## config.mk

```make
export PLATFORM = sky130hd
export DESIGN_NAME = hex_capture_bank
export DESIGN_NICKNAME = d
export VERILOG_FILES = /design/src/rtl/hex_capture_pkg.sv /design/src/rtl/hex7seg.sv /design/src/rtl/hex_capture_bank.sv
export SDC_FILE = /design/constraint.sdc
export NUM_CORES = 1
export LEC_CHECK = 0
export ABC_CLOCK_PERIOD_IN_PS = 7800
export BUFFER_PORTS_ARGS = -buffer_cell sky130_fd_sc_hd__buf_2
export CORE_MARGIN = 5
export CORE_UTILIZATION = 30
export DETAILED_ROUTE_END_ITERATION = 7
export HOLD_SLACK_MARGIN = 0.03
export SLEW_MARGIN = 10
export SYNTH_ARGS = -nofsm -noshare
export SYNTH_HDL_FRONTEND = slang
export SYNTH_HIERARCHICAL = 1
export SYNTH_SLANG_ARGS = --single-unit
```

## constraint.sdc

```tcl
create_clock -name clk -period 7.8 [get_ports clk]
set_input_delay 1.17 -clock clk [delete_from_list [all_inputs] [get_ports clk]]
set_output_delay 1.17 -clock clk [all_outputs]
set_load 0.02 [all_outputs]
```

## src/rtl/hex_capture_pkg.sv

```systemverilog
// Shared constants and helpers for the hex capture bank: segment patterns
// and a constant-foldable ceil(log2) used for port widths.
package hex_capture_pkg;

    localparam logic [6:0] SEG_BLANK = 7'h7F;

    // Active-low segment patterns, bit0 = a ... bit6 = g, indexed by nibble value.
    localparam logic [6:0] SEG_LUT [0:15] = '{
        7'h40, 7'h79, 7'h24, 7'h30, 7'h19, 7'h12, 7'h02, 7'h78,
        7'h00, 7'h18, 7'h08, 7'h03, 7'h46, 7'h21, 7'h06, 7'h0E
    };

    function automatic int clog2(input int value);
        int result;
        result = 0;
        for (int i = 0; i < 31; i++) begin
            if ((32'sd1 <<< i) < value) begin
                result = i + 1;
            end
        end
        return result;
    endfunction

endpackage

```

## src/rtl/hex7seg.sv

```systemverilog
// Combinational nibble to active-low 7-segment decoder.
module hex7seg
    import hex_capture_pkg::*;
(
    input  logic [3:0] nibble,
    output logic [6:0] seg
);

    // Table lookup of the segment pattern for one hex digit.
    always_comb begin
        seg = SEG_LUT[nibble];
    end

endmodule

```

## src/rtl/hex_capture_bank.sv

```systemverilog
// Circular history of button-triggered snapshots of a switch word, with the
// live word and one selected snapshot shown on 7-segment digit groups.
module hex_capture_bank
    import hex_capture_pkg::*;
#(
    parameter int WIDTH       = 16,
    parameter int DEPTH       = 4,
    parameter int SYNC_STAGES = 2,
    localparam int NDIG  = WIDTH / 4,
    localparam int PTR_W = clog2(DEPTH),
    localparam int CNT_W = clog2(DEPTH + 1)
) (
    input  logic              clk,
    input  logic              reset,
    input  logic              load_n,
    input  logic              clear,
    input  logic              mode_wrap,
    input  logic [WIDTH-1:0]  din,
    input  logic [PTR_W-1:0]  sel,
    output logic [7*NDIG-1:0] hex_live,
    output logic [7*NDIG-1:0] hex_stored,
    output logic [CNT_W-1:0]  count,
    output logic              full,
    output logic              overflow
);

    localparam int CMP_W = PTR_W + CNT_W;
    localparam int IDX_W = PTR_W + 2;

    logic [SYNC_STAGES-1:0] sync_r;
    logic                   edge_r;
    logic                   load_pulse_s;
    logic [WIDTH-1:0]       mem_r [DEPTH];
    logic [PTR_W-1:0]       wr_ptr_r;
    logic [PTR_W-1:0]       wr_ptr_next_s;
    logic [CNT_W-1:0]       count_r;
    logic                   full_r;
    logic                   overflow_r;
    logic [IDX_W-1:0]       rd_sum_s;
    logic [PTR_W-1:0]       rd_idx_s;
    logic                   rd_valid_s;
    logic [WIDTH-1:0]       rd_word_s;
    logic [7*NDIG-1:0]      live_seg_s;
    logic [7*NDIG-1:0]      stored_seg_s;
    logic [7*NDIG-1:0]      hex_live_r;
    logic [7*NDIG-1:0]      hex_stored_r;

    // Synchroniser chain plus the edge flop holding the previous synchronised level.
    always_ff @(posedge clk) begin
        if (reset) begin
            sync_r <= '0;
            edge_r <= 1'b0;
        end else begin
            sync_r <= {sync_r[SYNC_STAGES-2:0], load_n};
            edge_r <= sync_r[SYNC_STAGES-1];
        end
    end

    assign load_pulse_s = edge_r & ~sync_r[SYNC_STAGES-1];

    // Pointer wrap uses an explicit compare so non-power-of-2 depths stay in range.
    always_comb begin
        if (wr_ptr_r == PTR_W'(DEPTH - 1)) begin
            wr_ptr_next_s = '0;
        end else begin
            wr_ptr_next_s = wr_ptr_r + PTR_W'(1);
        end
    end

    // History storage, write pointer and status flags; clear beats a same-cycle load.
    always_ff @(posedge clk) begin
        if (reset) begin
            for (int i = 0; i < DEPTH; i++) begin
                mem_r[i] <= '0;
            end
            wr_ptr_r   <= '0;
            count_r    <= '0;
            full_r     <= 1'b0;
            overflow_r <= 1'b0;
        end else if (clear) begin
            wr_ptr_r   <= '0;
            count_r    <= '0;
            full_r     <= 1'b0;
            overflow_r <= 1'b0;
        end else if (load_pulse_s) begin
            if (!full_r) begin
                mem_r[wr_ptr_r] <= din;
                wr_ptr_r        <= wr_ptr_next_s;
                count_r         <= count_r + CNT_W'(1);
                full_r          <= (count_r == CNT_W'(DEPTH - 1));
            end else if (mode_wrap) begin
                mem_r[wr_ptr_r] <= din;
                wr_ptr_r        <= wr_ptr_next_s;
            end else begin
                overflow_r <= 1'b1;
            end
        end
    end

    // Age-to-slot translation: newest entry sits just behind the write pointer.
    always_comb begin
        rd_sum_s = IDX_W'(wr_ptr_r) + IDX_W'(DEPTH - 1) - IDX_W'(sel);
        if (rd_sum_s >= IDX_W'(DEPTH)) begin
            rd_idx_s = PTR_W'(rd_sum_s - IDX_W'(DEPTH));
        end else begin
            rd_idx_s = PTR_W'(rd_sum_s);
        end
        rd_valid_s = CMP_W'(sel) < CMP_W'(count_r);
        if (rd_valid_s) begin
            rd_word_s = mem_r[rd_idx_s];
        end else begin
            rd_word_s = '0;
        end
    end

    for (genvar k = 0; k < NDIG; k++) begin : g_digit
        hex7seg u_live (
            .nibble (din[4*k +: 4]),
            .seg    (live_seg_s[7*k +: 7])
        );
        hex7seg u_stored (
            .nibble (rd_word_s[4*k +: 4]),
            .seg    (stored_seg_s[7*k +: 7])
        );
    end

    // Display registers; slots beyond the valid count show blank digits.
    always_ff @(posedge clk) begin
        if (reset) begin
            hex_live_r   <= '1;
            hex_stored_r <= '1;
        end else begin
            hex_live_r   <= live_seg_s;
            hex_stored_r <= rd_valid_s ? stored_seg_s : {NDIG{SEG_BLANK}};
        end
    end

    assign hex_live   = hex_live_r;
    assign hex_stored = hex_stored_r;
    assign count      = count_r;
    assign full       = full_r;
    assign overflow   = overflow_r;

endmodule

```

==> results of run 1 <==
==> power groups by stage <==
stage	Combinational, mW	Sequential, mW	Clock [mW]
CTS	0.209	0.755	0.785
finish	0.205	0.754	0.762
global route	0.231	0.757	0.816
detailed placement	0.208	0.768	0
global placement	0.207	0.769	0
floorplan	0.128	0.792	0
==> critical path: stages <==
cell and delay (ps):
sky130_fd_sc_hd__buf_2 90, sky130_fd_sc_hd__inv_1 40, sky130_fd_sc_hd__ha_1 880, sky130_fd_sc_hd__mux4_1 400, sky130_fd_sc_hd__nor2b_1 730, sky130_fd_sc_hd__mux2_2 410
sky130_fd_sc_hd__a22o_1 170, sky130_fd_sc_hd__or3_1 330
==> registers in the layout, indices dropped and copies added, names as in the netlist <==
signal      count
count           3
edge_r          1
mem_r          64
hex_stored     28
hex_live       28
full            1
overflow        1
wr_ptr_r        2
sync_r          2
==> cells in the mapped netlist (2+ instances only) <==
library cell / instances / share of area
sky130_fd_sc_hd__ha_1: 53 / 0.093
sky130_fd_sc_hd__clkbuf_1: 19 / 0.010
sky130_fd_sc_hd__buf_6: 14 / 0.022
sky130_fd_sc_hd__nor2_2: 5 / 0.0044
sky130_fd_sc_hd__nor3b_1: 2 / 0.0021
sky130_fd_sc_hd__nor4_4: 2 / 0.0060
sky130_fd_sc_hd__a21oi_1: 19 / 0.013
sky130_fd_sc_hd__or3_2: 3 / 0.0032
sky130_fd_sc_hd__o21ai_0: 31 / 0.022
sky130_fd_sc_hd__a21boi_0: 3 / 0.0032
sky130_fd_sc_hd__nand3_1: 14 / 0.0098
sky130_fd_sc_hd__and2_1: 52 / 0.046
sky130_fd_sc_hd__or3b_1: 8 / 0.0098
sky130_fd_sc_hd__a32o_1: 5 / 0.0070
sky130_fd_sc_hd__inv_2: 3 / 0.0016
sky130_fd_sc_hd__o32ai_1: 3 / 0.0037
sky130_fd_sc_hd__o31ai_1: 3 / 0.0032
sky130_fd_sc_hd__or3_1: 25 / 0.022
sky130_fd_sc_hd__nor2b_1: 26 / 0.023
sky130_fd_sc_hd__mux2_2: 8 / 0.013
sky130_fd_sc_hd__mux4_1: 10 / 0.037
sky130_fd_sc_hd__and2_2: 12 / 0.013
sky130_fd_sc_hd__mux2i_1: 15 / 0.021
sky130_fd_sc_hd__or2_2: 31 / 0.027
sky130_fd_sc_hd__nor2b_4: 3 / 0.0058
sky130_fd_sc_hd__buf_2: 2 / 0.0014
sky130_fd_sc_hd__inv_1: 24 / 0.013
sky130_fd_sc_hd__o22ai_1: 4 / 0.0035
sky130_fd_sc_hd__mux2_4: 3 / 0.0063
sky130_fd_sc_hd__o21ai_2: 3 / 0.0037
sky130_fd_sc_hd__a22o_1: 10 / 0.012
sky130_fd_sc_hd__mux4_2: 6 / 0.019
sky130_fd_sc_hd__nand2b_1: 11 / 0.0097
sky130_fd_sc_hd__dfxtp_1: 66 / 0.19
sky130_fd_sc_hd__a22o_2: 3 / 0.0042
sky130_fd_sc_hd__edfxtp_1: 64 / 0.27
sky130_fd_sc_hd__nand2_1: 12 / 0.0063
sky130_fd_sc_hd__nor2_1: 40 / 0.021
sky130_fd_sc_hd__o21ai_1: 5 / 0.0035
==> layout make-up <==
| cell class | count | area [um^2] |
|---|---|---|
| Clock inverter | 8 | 87.6 |
| Sequential cell | 130 | 3240 |
| Tap cell | 319 | 399 |
| Multi-Input combinational cell | 442 | 3540 |
| Timing Repair Buffer | 88 | 453 |
| Inverter | 27 | 101 |
| Fill cell | 2354 | 15100 |
| Clock buffer | 24 | 472 |
==> worst min path at each step <==
stage,startpoint,to,cells past startpoint
2_1_floorplan,sync_r[0],sync_r[1],1
3_3_place_gp,sync_r[0],sync_r[1],1
3_5_place_dp,sync_r[0],sync_r[1],1
4_1_cts,sync_r[0],sync_r[1],1
5_1_grt,sync_r[0],sync_r[1],1
6_report,sync_r[0],sync_r[1],1
==> logic make-up (layout without fill, tap and decap cells) <==
kind of cell | after synthesis | after routing
XOR/XNOR | 2 | 2
adder cells (fa/ha/maj) | 53 | 53
buffers and inverters | 63 | 147
AO/OA/AOI/OAI | 91 | 91
flip-flops | 130 | 130
AND/OR/NAND/NOR | 254 | 254
multiplexers | 42 | 42
==> stage by stage <==
step	hold WS, ps	util	cell area (um^2)	std cells
after floorplan	414	-	7120	635
after global placement	423	0.331	7730	1006
after detailed placement	435	0.331	7730	1006
after CTS	449	0.354	8290	1038
after global routing	457	0.354	8290	1038
final	441	0.354	8290	1038
==> layer usage <==
layer / vias to the layer above / routed length, um / GRT usage
li1: 2380 / - / -
met4: 0 / 162 / 0.0412
met3: 13 / 664 / 0.0296
met2: 77 / 6640 / 0.177
met5: - / 0 / 0
met1: 2107 / 6880 / 0.145
==> run_results.csv, run 1 <==
group,metric,value,unit
clock_tree,ctsRootBufferMaster,"sky130_fd_sc_hd__clkbuf_16",
synth,post_synth_instance_area,0.00712,mm^2
min_path,min_path_type,"flip-flop to flip-flop",
routing,remaining_drc_errors,0,
global_routing,global_route_wire_length_before_repair,23.7,mm
timing,final-setup-viol-count,0,
worst_setup_path,worst-r2r-setup-slack,4350,ps
layout,layout_common_cells,"sky130_fd_sc_hd__buf_2, sky130_fd_sc_hd__dfxtp_1, sky130_fd_sc_hd__edfxtp_1, sky130_fd_sc_hd__ha_1, sky130_fd_sc_hd__and2_1",
floorplanning,std_cell_rows,56,
floorplanning,floorplan.die.width,164,um
synth,sequential_to_total_area_share_from_yosys_stat,0.455,
place,detailedPlace.worstSlack,3390,ps
timing,final_period_demand_of_the_worst_path,3950,ps
power_and_ir_drop,total_switching_power,409,uW
worst_setup_path,worst_ep_arrival_time,4240,ps
power_and_ir_drop,seq_power_share,0.438,
routing,detail_route.vias_per_cell,4.41,
routing,drt_iter0_markers,217,
synth,yosys.cell_types.count,52,
place,place.detailed.hpwl,9.42,mm
clock_tree,post_cts.repair.setup_buffers,0,
worst_setup_path,cp-endpoint,"hex_stored[20]",
worst_setup_path,critPathLaunchType,"primary input",
clock_tree,maximum_level_of_the_cts_h_tree,4,
synth,synth_xor_area_frac,0.00457,
clock_tree,cts-buffers-inserted,17,
worst_setup_path,worst_r2r_endpoint,"hex_stored[20]",
global_routing,grt_start_max_net_pins,65,
run,timing.max_cap.violations,0,
place,io_buffers,83,
timing,timing.final.ws_setup,3850,ps
run_status,run_status,"completed",
timing,setup_repair_after_global_routing_missed_its_margin,"false",
power_and_ir_drop,vdd_ir_drop_max,0.000133,V
floorplanning,core_area,0.0234,mm^2
clock_tree,cts_buffer_depth,2,
synth,synth_nets,711,
clock_tree,tritoncts_num_sinks,130,
worst_setup_path,criticalPathCategory,"primary input to flip-flop",
power_and_ir_drop,p_clk_frac,0.443,
global_routing,antenna_found_initial,0,
synth,post_synth_inst_count,635,
clock_tree,cts_tree,"done",
timing,finalHoldViolCount,0,
routing,final_antenna_net_count,0,
worst_setup_path,crit_path_max_fo,16,
synth,synth_seq_cells,130,
clock_tree,cts-hold-fix-buffers,0,
worst_setup_path,timing.critical_path.required,8100,ps
place,routability_congestion,0.743,
routing,drt_first_pass_iters,4,
routing,post_drt_wl_per_cell,13.8,um
power_and_ir_drop,power_density,208,mW/mm^2
power_and_ir_drop,finalPower,1.72,mW
synth,ys_dominant_reg_cell,"sky130_fd_sc_hd__dfxtp_1",
clock_tree,clkTransAtPathRegs,50,ps
timing,max_freq,0.253,GHz
routing,route.final.wire_length,14.3,mm
clock_tree,clk_latency,410,ps
synth,asyncSetResetFlopFracSynth,0,
clock_tree,post_cts_resize_count,0,
synth,synth_mux_area_frac,0.0959,
worst_setup_path,cp_startpoint,"sel[0]",
routing,vias,4577,
timing,timing.setup.tns,0,ps
synth,ys.warnings.count,6,
layout,antenna_cells,0,
global_routing,track_usage,0.111,
floorplanning,num_io_pins,84,
synth,synth-compound-area-share,0.0817,
power_and_ir_drop,power.switching_fraction,0.237,
power_and_ir_drop,power_leakage,3.33,nW
floorplanning,fp.dieH,164,um
floorplanning,die-area,0.0269,mm^2
synth,synth.avg_cell_area,11.2,um^2
timing,slew-limit-headroom,0.311,
timing,clock-skew-final,5.51,ps
global_routing,grt_pass1_vias,4552,
worst_setup_path,critPathCaptureType,"flip-flop",
synth,synth-simple-area-share,0.221,
synth,number_of_enable_flip_flop_cells_after_synthesis,64,
floorplanning,initial_utilization,0.304,
synth,combinational_family_with_the_most_area_after_synthesis,"simple AND/OR/NAND/NOR gates",
timing,worst_pin_slew,1030,ps
power_and_ir_drop,comb_power_share,0.119,
synth,synth_fa_ha_area_frac,0.0931,
layout,number_of_nets_in_the_layout,782,
timing,slew_violations,0,
timing,finalCritPeriodShare,0.506,
power_and_ir_drop,internal_power,1.31,mW
global_routing,grt_remaining_overflow,0,
worst_setup_path,ff2ff_path_depth,6,
layout,syn_to_final_growth,16.5,%
worst_setup_path,worstReg2RegStart,"wr_ptr_r[0]",
layout,layout-drive-gt1-share,0.281,
layout,most_common_library_cell_in_the_layout_ignoring_fill_and_taps,"sky130_fd_sc_hd__buf_2",
(Power assumes the default switching activity.)
==> run 2: changes to the inputs <==
- ABC_CLOCK_PERIOD_IN_PS: 7800 -> 4050
- clock period: 7.8 -> 4.05 ns (I/O delays scaled with it)
==> run 2 against run 1 <==
Effect of this change:
- count of clock-buffer cells in the layout shrank 3
- cell count increased by 0.19%
- worst setup slack worse by 3000 ps
- combinational power rose by 94%
- design area up 0.62%
- global-route usage is essentially flat
- clock power up 100%
==> run_results.csv, run 2 (synthesized netlist as in run 1, its figures left out) <==
group,metric,value,unit
floorplanning,floorplan.die.width,164,um
power_and_ir_drop,total_switching_power,800,uW
timing,slew_violations,0,
power_and_ir_drop,vdd_ir_drop_max,0.000222,V
place,place.detailed.hpwl,9.62,mm
layout,number_of_nets_in_the_layout,784,
timing,timing.setup.tns,0,ps
min_path,min_path_type,"primary input to flip-flop",
global_routing,track_usage,0.112,
worst_setup_path,cp.buffers_inverters,1,
clock_tree,cts_tree,"done",
layout,number_of_filler_cells_placed_in_the_layout,2405,
layout,largest_reg_flops,64,
timing,finalCritPeriodShare,0.785,
worst_setup_path,critPathLaunchType,"flip-flop",
worst_setup_path,critical_path_max_stage_delay,660,ps
timing,timing.final.ws_setup,872,ps
timing,slew-limit-headroom,0.370,
routing,post_drt_wl_per_cell,13.8,um
floorplanning,fp.dieH,164,um
timing,max_freq,0.315,GHz
power_and_ir_drop,p_clk_frac,0.455,
routing,vias,4584,
floorplanning,num_io_pins,84,
routing,drt_first_pass_iters,4,
clock_tree,tritoncts_num_sinks,130,
floorplanning,core_area,0.0234,mm^2
layout,layout.area.seq,0.00324,mm^2
power_and_ir_drop,finalPower,3.39,mW
run_status,run_status,"completed",
timing,final-setup-viol-count,0,
routing,final_antenna_net_count,0,
power_and_ir_drop,power_density,406,mW/mm^2
place,detailedPlace.worstSlack,528,ps
clock_tree,cts_buffer_depth,2,
place,routability_congestion,0.764,
layout,most_common_library_cell_in_the_layout_ignoring_fill_and_taps,"sky130_fd_sc_hd__buf_2",
worst_setup_path,cell_family_with_the_largest_share_of_critical_path_delay,"simple AND/OR/NAND/NOR gates",
global_routing,grt_remaining_overflow,0,
power_and_ir_drop,internal_power,2.59,mW
power_and_ir_drop,power_leakage,3.35,nW
place,io_buffers,83,
clock_tree,clkTransAtPathRegs,60,ps
global_routing,antenna_found_initial,0,
layout,final_cell_count_no_fill,1040,
clock_tree,cts-hold-fix-buffers,0,
worst_setup_path,criticalPathCategory,"flip-flop to flip-flop",
power_and_ir_drop,seq_power_share,0.428,
floorplanning,die-area,0.0269,mm^2
clock_tree,clk_latency,410,ps
floorplanning,initial_utilization,0.304,
worst_setup_path,timing.critical_path.required,4340,ps
place,placedCellCount,1008,
layout,final_cell_area,0.00835,mm^2
power_and_ir_drop,comb_power_share,0.117,
power_and_ir_drop,power.switching_fraction,0.236,
timing,worst_pin_slew,943,ps
timing,holdWs,418,ps
layout,layout-drive-gt1-share,0.286,
floorplanning,std_cell_rows,56,
routing,detail_route.vias_per_cell,4.41,
worst_setup_path,critPathSlowestCell,"sky130_fd_sc_hd__xnor3_2",
layout,syn_to_final_growth,17.2,%
timing,final_period_demand_of_the_worst_path,3180,ps
layout,antenna_cells,0,
run,timing.max_cap.violations,0,
layout,area_of_the_multi_input_gates,0.00354,mm^2
timing,clock-skew-final,5.81,ps
worst_setup_path,critPathCaptureType,"flip-flop",
layout,final_util,0.357,
clock_tree,ctsRootBufferMaster,"sky130_fd_sc_hd__clkbuf_16",
clock_tree,post_cts.repair.setup_buffers,0,
clock_tree,maximum_level_of_the_cts_h_tree,4,
routing,route.final.wire_length,14.4,mm
timing,setup_repair_after_global_routing_missed_its_margin,"false",
place,area_of_placed_instances,0.00775,mm^2
layout,top_register,"mem_r",
worst_setup_path,cp_cell_sequence,"xnor3_2 -> mux4_1 -> nor2b_1 -> inv_1 -> ha_1 -> nand2b_1 -> o21ai_0 -> a32o_1 -> or3_1",
clock_tree,post_cts_resize_count,0,
global_routing,grt_pass1_vias,4693,
global_routing,grt_start_max_net_pins,64,
routing,remaining_drc_errors,0,
clock_tree,cts-buffers-inserted,17,
worst_setup_path,worst_ep_arrival_time,3470,ps
global_routing,global_route_wire_length_before_repair,23.9,mm
worst_setup_path,crit_path_max_fo,16,
routing,drt_iter0_markers,202,
timing,finalHoldViolCount,0,
layout,layout_common_cells,"sky130_fd_sc_hd__buf_2, sky130_fd_sc_hd__dfxtp_1, sky130_fd_sc_hd__edfxtp_1, sky130_fd_sc_hd__ha_1, sky130_fd_sc_hd__and2_1",
run 2: cell count changes in the layout (fill, tap and decap cells not counted), sizes merged:
cell	previous run	this run
clkinvlp	0	2
clkbuf	24	21
bufinv	2	3
buf	88	90
run 2: metal layers:
| metal | part of all wire | GRT usage |
|---|---|---|
| met2 | 0.45 | 0.175 |
| met5 | 0 | 0 |
| met4 | 0.013 | 0.0442 |
| met3 | 0.037 | 0.0258 |
| met1 | 0.50 | 0.149 |
run 2: layout make-up:
type / instances / area share
Inverter: 27 / 0.0121
Sequential cell: 130 / 0.389
Clock inverter: 11 / 0.0162
Clock buffer: 21 / 0.0552
Tap cell: 319 / 0.0478
Timing Repair Buffer: 90 / 0.0561
Multi-Input combinational cell: 442 / 0.424
run 2: final timing paths:
| check | start | endpoint | slack (ps) | cells after the start |
|---|---|---|---|---|
| setup / recovery | wr_ptr_r[1] | hex_stored[15] | 870 | 9 |
| hold / removal | load_n | sync_r[0] | 420 | 2 |
| setup reg to reg | wr_ptr_r[1] | hex_stored[15] | 870 | 9 |
| hold reg to reg | sync_r[0] | sync_r[1] | 440 | 1 |
run 2: power by group through the flow:
stage / logic (mW) / clock network (mW) / registers [mW]
2_1_floorplan: 0.246 / 0 / 1.53
3_3_place_gp: 0.400 / 0 / 1.48
3_5_place_dp: 0.404 / 0 / 1.48
4_1_cts: 0.405 / 1.60 / 1.45
5_1_grt: 0.446 / 1.66 / 1.46
6_report: 0.398 / 1.54 / 1.45
